**config.mk**
```make
export PLATFORM = sky130hd
export DESIGN_NAME = in_unit_fifo_rc
export DESIGN_NICKNAME = d
export VERILOG_FILES = /design/src/rtl/in_unit_fifo_rc.sv
export SDC_FILE = /design/constraint.sdc
export NUM_CORES = 1
export LEC_CHECK = 0
export CAP_MARGIN = 5
export CORE_MARGIN = 2
export CORE_UTILIZATION = 40
export DETAILED_ROUTE_END_ITERATION = 7
export HOLD_SLACK_MARGIN = 0.02
export PLACE_DENSITY = 0.64
export SKIP_LAST_GASP = 1
export SLEW_MARGIN = 15
export SYNTH_ARGS = -nofsm -noshare
export SYNTH_HDL_FRONTEND = slang
export SYNTH_SLANG_ARGS = --single-unit
```
**constraint.sdc**
```tcl
create_clock -name clk -period 2.65 [get_ports clk]
set_input_delay 0.3975 -clock clk [delete_from_list [all_inputs] [get_ports clk]]
set_output_delay 0.3975 -clock clk [all_outputs]
set_load 0.05 [all_outputs]
```
**src/rtl/in_unit_fifo_rc.sv**
```systemverilog
// Router input unit: flit FIFO with upstream back-pressure, XY route computation
// on head flits, and a per-packet output-port request to the switch allocator.
`ifndef DATA_WIDTH
`define DATA_WIDTH 16
`endif

module in_unit_fifo_rc #(
  parameter int DEPTH   = 4,
  parameter int LOCAL_X = 0,
  parameter int LOCAL_Y = 0
) (
  input  logic                     clk,
  input  logic                     rst_n,
  input  logic [`DATA_WIDTH-1:0]   data_in,
  input  logic                     data_valid,
  output logic                     full,
  output logic [`DATA_WIDTH-1:0]   data_out,
  output logic [3:0]               req,
  input  logic                     gnt,
  output logic                     err,
  output logic [$clog2(DEPTH):0]   count
);

  localparam int DATA_W = `DATA_WIDTH;
  localparam int PW     = $clog2(DEPTH);
  localparam int CW     = PW + 1;

  localparam logic [1:0] T_HEAD   = 2'b01;
  localparam logic [1:0] T_TAIL   = 2'b10;
  localparam logic [1:0] T_SINGLE = 2'b11;

  typedef enum logic {IDLE, ROUTED} state_t;

  state_t            state_q, state_d;
  logic [DATA_W-1:0] mem [DEPTH];
  logic [PW-1:0]     wr_ptr, rd_ptr;
  logic [CW-1:0]     count_q;
  logic [3:0]        route_q, route_d;
  logic              err_q;
  logic              empty, push, pop, grant_pop, drop, head_ok;
  logic [DATA_W-1:0] head;
  logic [1:0]        head_type;
  logic [2:0]        head_dx;
  logic              head_dy;

  function automatic logic [3:0] xy_route(input logic [2:0] dx, input logic dy);
    if (dx < 3'(LOCAL_X))      return 4'b0001;
    else if (dx > 3'(LOCAL_X)) return 4'b0010;
    else if (dy != 1'(LOCAL_Y)) return 4'b0100;
    else                       return 4'b1000;
  endfunction

  assign head      = mem[rd_ptr];
  assign head_type = head[DATA_W-1:DATA_W-2];
  assign head_dx   = head[DATA_W-3:DATA_W-5];
  assign head_dy   = head[DATA_W-6];

  assign empty    = (count_q == '0);
  assign full     = (count_q == CW'(DEPTH));
  assign count    = count_q;
  assign err      = err_q;
  assign data_out = empty ? '0 : head;

  // The route is held through packet gaps; the request only shows while a flit is buffered.
  assign req = (state_q == ROUTED && !empty) ? route_q : 4'b0000;

  assign head_ok   = (head_type == T_HEAD || head_type == T_SINGLE) && (head_dx <= 3'd3);
  assign drop      = (state_q == IDLE) && !empty && !head_ok;
  assign grant_pop = gnt && (req != 4'b0000);
  assign push      = data_valid && !full;
  assign pop       = grant_pop || drop;

  always_comb begin
    state_d = state_q;
    route_d = route_q;
    case (state_q)
      IDLE: begin
        if (!empty && head_ok) begin
          route_d = xy_route(head_dx, head_dy);
          state_d = ROUTED;
        end
      end
      ROUTED: begin
        if (grant_pop && (head_type == T_TAIL || head_type == T_SINGLE)) state_d = IDLE;
      end
      default: state_d = IDLE;
    endcase
  end

  always_ff @(posedge clk or negedge rst_n) begin
    if (!rst_n) begin
      state_q <= IDLE;
      route_q <= '0;
      wr_ptr  <= '0;
      rd_ptr  <= '0;
      count_q <= '0;
      err_q   <= 1'b0;
    end else begin
      state_q <= state_d;
      route_q <= route_d;
      err_q   <= drop;
      if (push) wr_ptr <= wr_ptr + 1'b1;
      if (pop)  rd_ptr <= rd_ptr + 1'b1;
      case ({push, pop})
        2'b10:   count_q <= count_q + 1'b1;
        2'b01:   count_q <= count_q - 1'b1;
        default: count_q <= count_q;
      endcase
    end
  end

  // Flit storage carries no reset; data_out is masked while empty instead.
  always_ff @(posedge clk) begin
    if (push) mem[wr_ptr] <= data_in;
  end

endmodule
```
# == Yosys cells after proc, flatten, opt, wreduce, memory -nomap -nowiden ==
# Memory sizes are Yosys's and may differ from the RTL's.
# Index checks and enable logic that the tools add are counted.
# totals
register_bits,13
ram_bits,64
input_bits,20
out_inout_bits,25
word_cells,50
n_memories,1
# op_classes
addsub,4
order_cmp,3
eq_ne,6
n_mux,11
n_bitwise,1
n_reduce_logical,18
# memory_table
memory,words,width,rd,rd_clocked_by_memory_dff,write_ports,line,rtl
mem,4,16,1,0,1,35,logic [DATA_W-1:0] mem [DEPTH];
# op_table
cell,count
16-bit 2-to-1 mux,1
4-bit 2-to-1 mux,4
1-bit logical AND,8
"2-bit equality test, second input constant",3
3-bit case mux with 2 select lines,1
"2-bit by 1-bit adder with 2-bit output, second input constant",2
"2-bit by 1-bit equality test with 1-bit output, second input constant",2
1-bit 2-to-1 mux,4
4-bit nonzero test,1
"3-bit by 1-bit adder with 3-bit output, second input constant",1
"3-bit equality test, second input constant",1
"3-bit by 1-bit greater-than comparator with 1-bit output, second input constant",1
"3-bit by 2-bit <= comparator with 1-bit output, second input constant",1
1-bit zero test,3
3-bit zero test,1
1-bit logical OR,3
"3-bit by 1-bit less-than comparator with 1-bit output, second input constant",1
"3-bit by 1-bit subtractor with 3-bit output, second input constant",1
1-bit case mux with 2 select lines,1
2-bit AND reduction,1
2-bit nonzero test,1
1-bit inverter,1

# == Depth between registers and ports, before layout ==
# depth
ltp_word,9
depth_mapped,10
depth_no_buf,10

# == Worst setup path before layout ==
# No wires, ideal clock.
# synth_path
path_type,reg2reg
startpoint,"reg count_q[0], in the netlist count[0]"
endpoint,"reg count_q[2], in the netlist count[2]"
setup_time_ps,82
arrival_time_ps,2488
required_time_ps,2568
setup_slack_ps,80
stages_incl_launch_ff,11
path_buffers,0
synth_period_minus_slack_ps,2570
cell_sequence,dfrtp_1 inv_1 and3_1 nor2b_1 inv_1 ha_1 inv_1 fa_1 xor2_1 nor2_1 xor2_1
# synth_via
elab_cells_between_ends,18
cone_classes,2 x add/sub; 3 x eq/ne; 2 x mux; 11 x reduce/logical
# synth_rtl
element,line,rtl
start: declaration,37,logic [CW-1:0] count_q;
start signal: assignment,105,2'b10: count_q <= count_q + 1'b1;
start signal: assignment,106,2'b01: count_q <= count_q - 1'b1;
start signal: assignment,107,default: count_q <= count_q;
3-bit equality test (*),59,assign full = (count_q == CW'(DEPTH));
via full,16,"output logic full,"
1-bit zero test (*),70,assign push = data_valid && !full;
1-bit logical AND (*),70,
2-bit by 1-bit equality test with 1-bit output / 2-bit equality test (equally long branches),104,"case ({push, pop})"
3-bit case mux with 2 select lines / 2-bit nonzero test (equally long branches),-,
# Mark *: on every way through the listed nets, which the timed path passes. The rest lies on a longest branch.
# A chain may end at the register's enable or synchronous reset.

# == Worst setup path in the final report ==
# layout_path
startpoint,reg rd_ptr[0]
endpoint,out data_out[11]
# layout_via
elab_chain_cells,2
# layout_rtl
element,line,rtl
start: declaration,36,"logic [PW-1:0] wr_ptr, rd_ptr;"
start signal: assignment,103,if (pop) rd_ptr <= rd_ptr + 1'b1;
memory read 4 x 16 bit,-,
16-bit 2-to-1 mux,62,assign data_out = empty ? '0 : head;
end: declaration,17,"output logic [`DATA_WIDTH-1:0] data_out,"
# No other way between the ends.

==> impl_metrics.tcl <==
set metrics [dict create \
    dr.first_iter.drc_count 58 \
    cts.sinks 76 \
    ant_nets 0 \
    nets 246 \
    routed_wl_um 5350 \
    end_kind "output pin" \
    gp_congestion 0.754 \
    worstPathMaxFanout 8 \
    synth_seq_area_share 0.709 \
    synth_fp_nets 191 \
    ys_types 33 \
    mostFrequentLayoutCell "edfxtp_1" \
    vias 1590 \
    met2_length_um 2630 \
    start_util 0.410 \
    cp_top_family "multiplexers" \
    wl_per_cell_um 16.4 \
    hold_viol_final 0 \
    wl_met1_um 2380 \
    clk_latency_ps 340 \
    fin_tns_setup_ps 0 \
    cts.htree.levels 3 \
    cp_slowest_stage_delay_ps 610 \
    rsz0062_at_grt "false" \
    cp.arrival_ps 2020 \
    skew_ps 5.36 \
    critPathKind "reg -> out" \
    cp_num_buf_inv 2 \
    grt_max_degree 17 \
    worst-endpoint-required_ps 2250 \
    die_y_um 92.5 \
    io_pins 45 \
    ys.flop_type "edfxtp_1" \
    worst-slew-pin-transition_ps 574 \
    ys_warn_count 0 \
    startpoint "rd_ptr[0]$_DFFE_PN0P_" \
    clk_pin_slew_ps 70 \
    avgSynthCellArea_um2 19.0 \
    fin_crit_ps 2420 \
    synth_seq_cells 76 \
    min_period_over_period 0.914 \
    synth_top_area_share 0.613 \
    synth_edf_count 64 \
    grt_pass1_vias 1673 \
    worst_path_most_repeated_cell "buf_4" \
    synthTopCellsByArea "edfxtp_1 (61%), dfrtp_1 (9.6%), mux4_2 (7.2%)" \
    dr.pass1.iters 4 \
    syn-instance-count 165 \
    fp-row-count 32 \
    cp_slowest_cell "mux4_1" \
    io_buffers 43 \
    slew_viol_final 0 \
    numCtsBuffers 9 \
    drc 0 \
    finalSetupViolations 0 \
    die_w_um 92.5 \
    area_growth_pct 23.7 \
    grt_pass1_wl_um 8580 \
    worstSetupStartpointType "register" \
    crit_chain "buf_4, mux4_1, and2_1, buf_4" \
    max_freq_ghz 0.413 \
    grt_use_total 0.138 \
    hold_buffers 0 \
    yosysTopAreaCell "edfxtp_1" \
    clk_path_buf_depth 2 \
    hpwl_um 3650 \
    outcome "finished clean" \
    hp-class "in -> async" \
    core_area_um2 7650 \
    drive_gt1_frac 0.246 \
    cts_setup_buffers 0 \
    antenna_found_initial 0 \
    dieArea_um2 8560 \
    routed.top_layer "met4" \
    vias_per_cell 4.88 \
    mostFrequentLayoutCells "edfxtp_1 (64), buf_4 (25), clkdlybuf4s50_1 (24)" \
    met3_length_um 261 \
    grt_overflow_total 0 \
    tritoncts "yes" \
    drv_cap 0 \
    syn_area_um2 3130 \
    diodes 0 \
    r2r-start "rd_ptr[0]$_DFFE_PN0P_" \
    async_reset_ff_frac 0.158 \
    max-slew-margin-rel 0.615 \
    cts-root-buf "clkbuf_8" \
]
path summary, 6_finish.rpt:
check	to	slack, ps	cells after the start
max	data_out[11]	230	4
min	count[0]$_DFFE_PN0P_	410	1
max reg2reg	count[2]$_DFFE_PN0P_	230	9
min reg2reg	route_q[2]$_DFFE_PN0P_	530	1
max in group asynchronous	state_q$_DFF_PN0_	1880	1
min in group clk	route_q[2]$_DFFE_PN0P_	530	1
cell type report:
cell class,instances,area [µm²]
fillers,659,3770
flip-flops and latches,76,2220
multi-input cells,74,841
repair buffers,52,454
well taps,102,128
clock buffers,9,124
clock inverters,6,80.1
inverters,7,26.3
kinds of logic (layout without fill, tap and decap cells):
group / count (synthesis) / count (layout) / share of synthesized area
AO/OA/AOI/OAI: 4 / 4 / 0.0108
other: 1 / 1 / 0.00120
flip-flops: 76 / 76 / 0.709
multiplexers: 21 / 21 / 0.140
AND/OR/NAND/NOR: 36 / 36 / 0.0735
buffers and inverters: 15 / 74 / 0.0224
adder cells (fa/ha/maj): 6 / 6 / 0.0264
XOR/XNOR: 6 / 6 / 0.0168
per-layer routing:
metal | vias to the layer above | GRT usage
li1 | 741 | -
met1 | 799 | 0.176
met2 | 43 | 0.221
met3 | 7 | 0.0366
met4 | 0 | 0.0634
met5 | - | 0
flip-flops by register name, summed over array words and instances, names as in the netlist:
register and cells:
count 3, err 1, mem 64, rd_ptr 2
route_q 3, state_q 1, wr_ptr 2
stage by stage:
step / area, µm² / setup slack [ps] / hold WS, ps / std cells / utilization
after global routing: 3870 / 70.6 / 452 / 326 / 0.507
after CTS: 3870 / 183 / 430 / 326 / 0.507
after detailed placement: 3670 / 229 / 520 / 311 / 0.481
after global placement: 3670 / 284 / 518 / 311 / 0.481
after floorplan: 3130 / 79.6 / 102 / 165 / -
final: 3870 / 228 / 412 / 326 / 0.507
synthesized netlist by cell type, types with 2 or more instances:
cell type and instances:
and2_1 19, and3_1 4, buf_1 2, buf_2 2
clkbuf_1 2, dfrtp_1 12, edfxtp_1 64, ha_1 5
inv_1 7, mux2_2 4, mux4_1 6, mux4_2 10
nor2_1 4, xnor2_1 3, xor2_1 3
repair_timing:
action                                 4_1_cts  5_1_grt
gates resized for setup                      3        0
setup endpoints to repair                    3        0
endpoints found under the hold margin        0        0
worst register-to-register path, delay by kind of cell, from the launching register on:
kind,cells,cell delay [ps]
AOI/OAI and AO/OA,1,170
muxes,1,580
xor gates and xnor gates,2,300
adders and majority gates,2,550
DFF,1,460
buffers and inverters,1,60
and+or+nand+nor,2,230
Power is left out: the tool's default activity adds up to more than one toggle a clock period on the data nets, which glitch-free logic cannot reach.
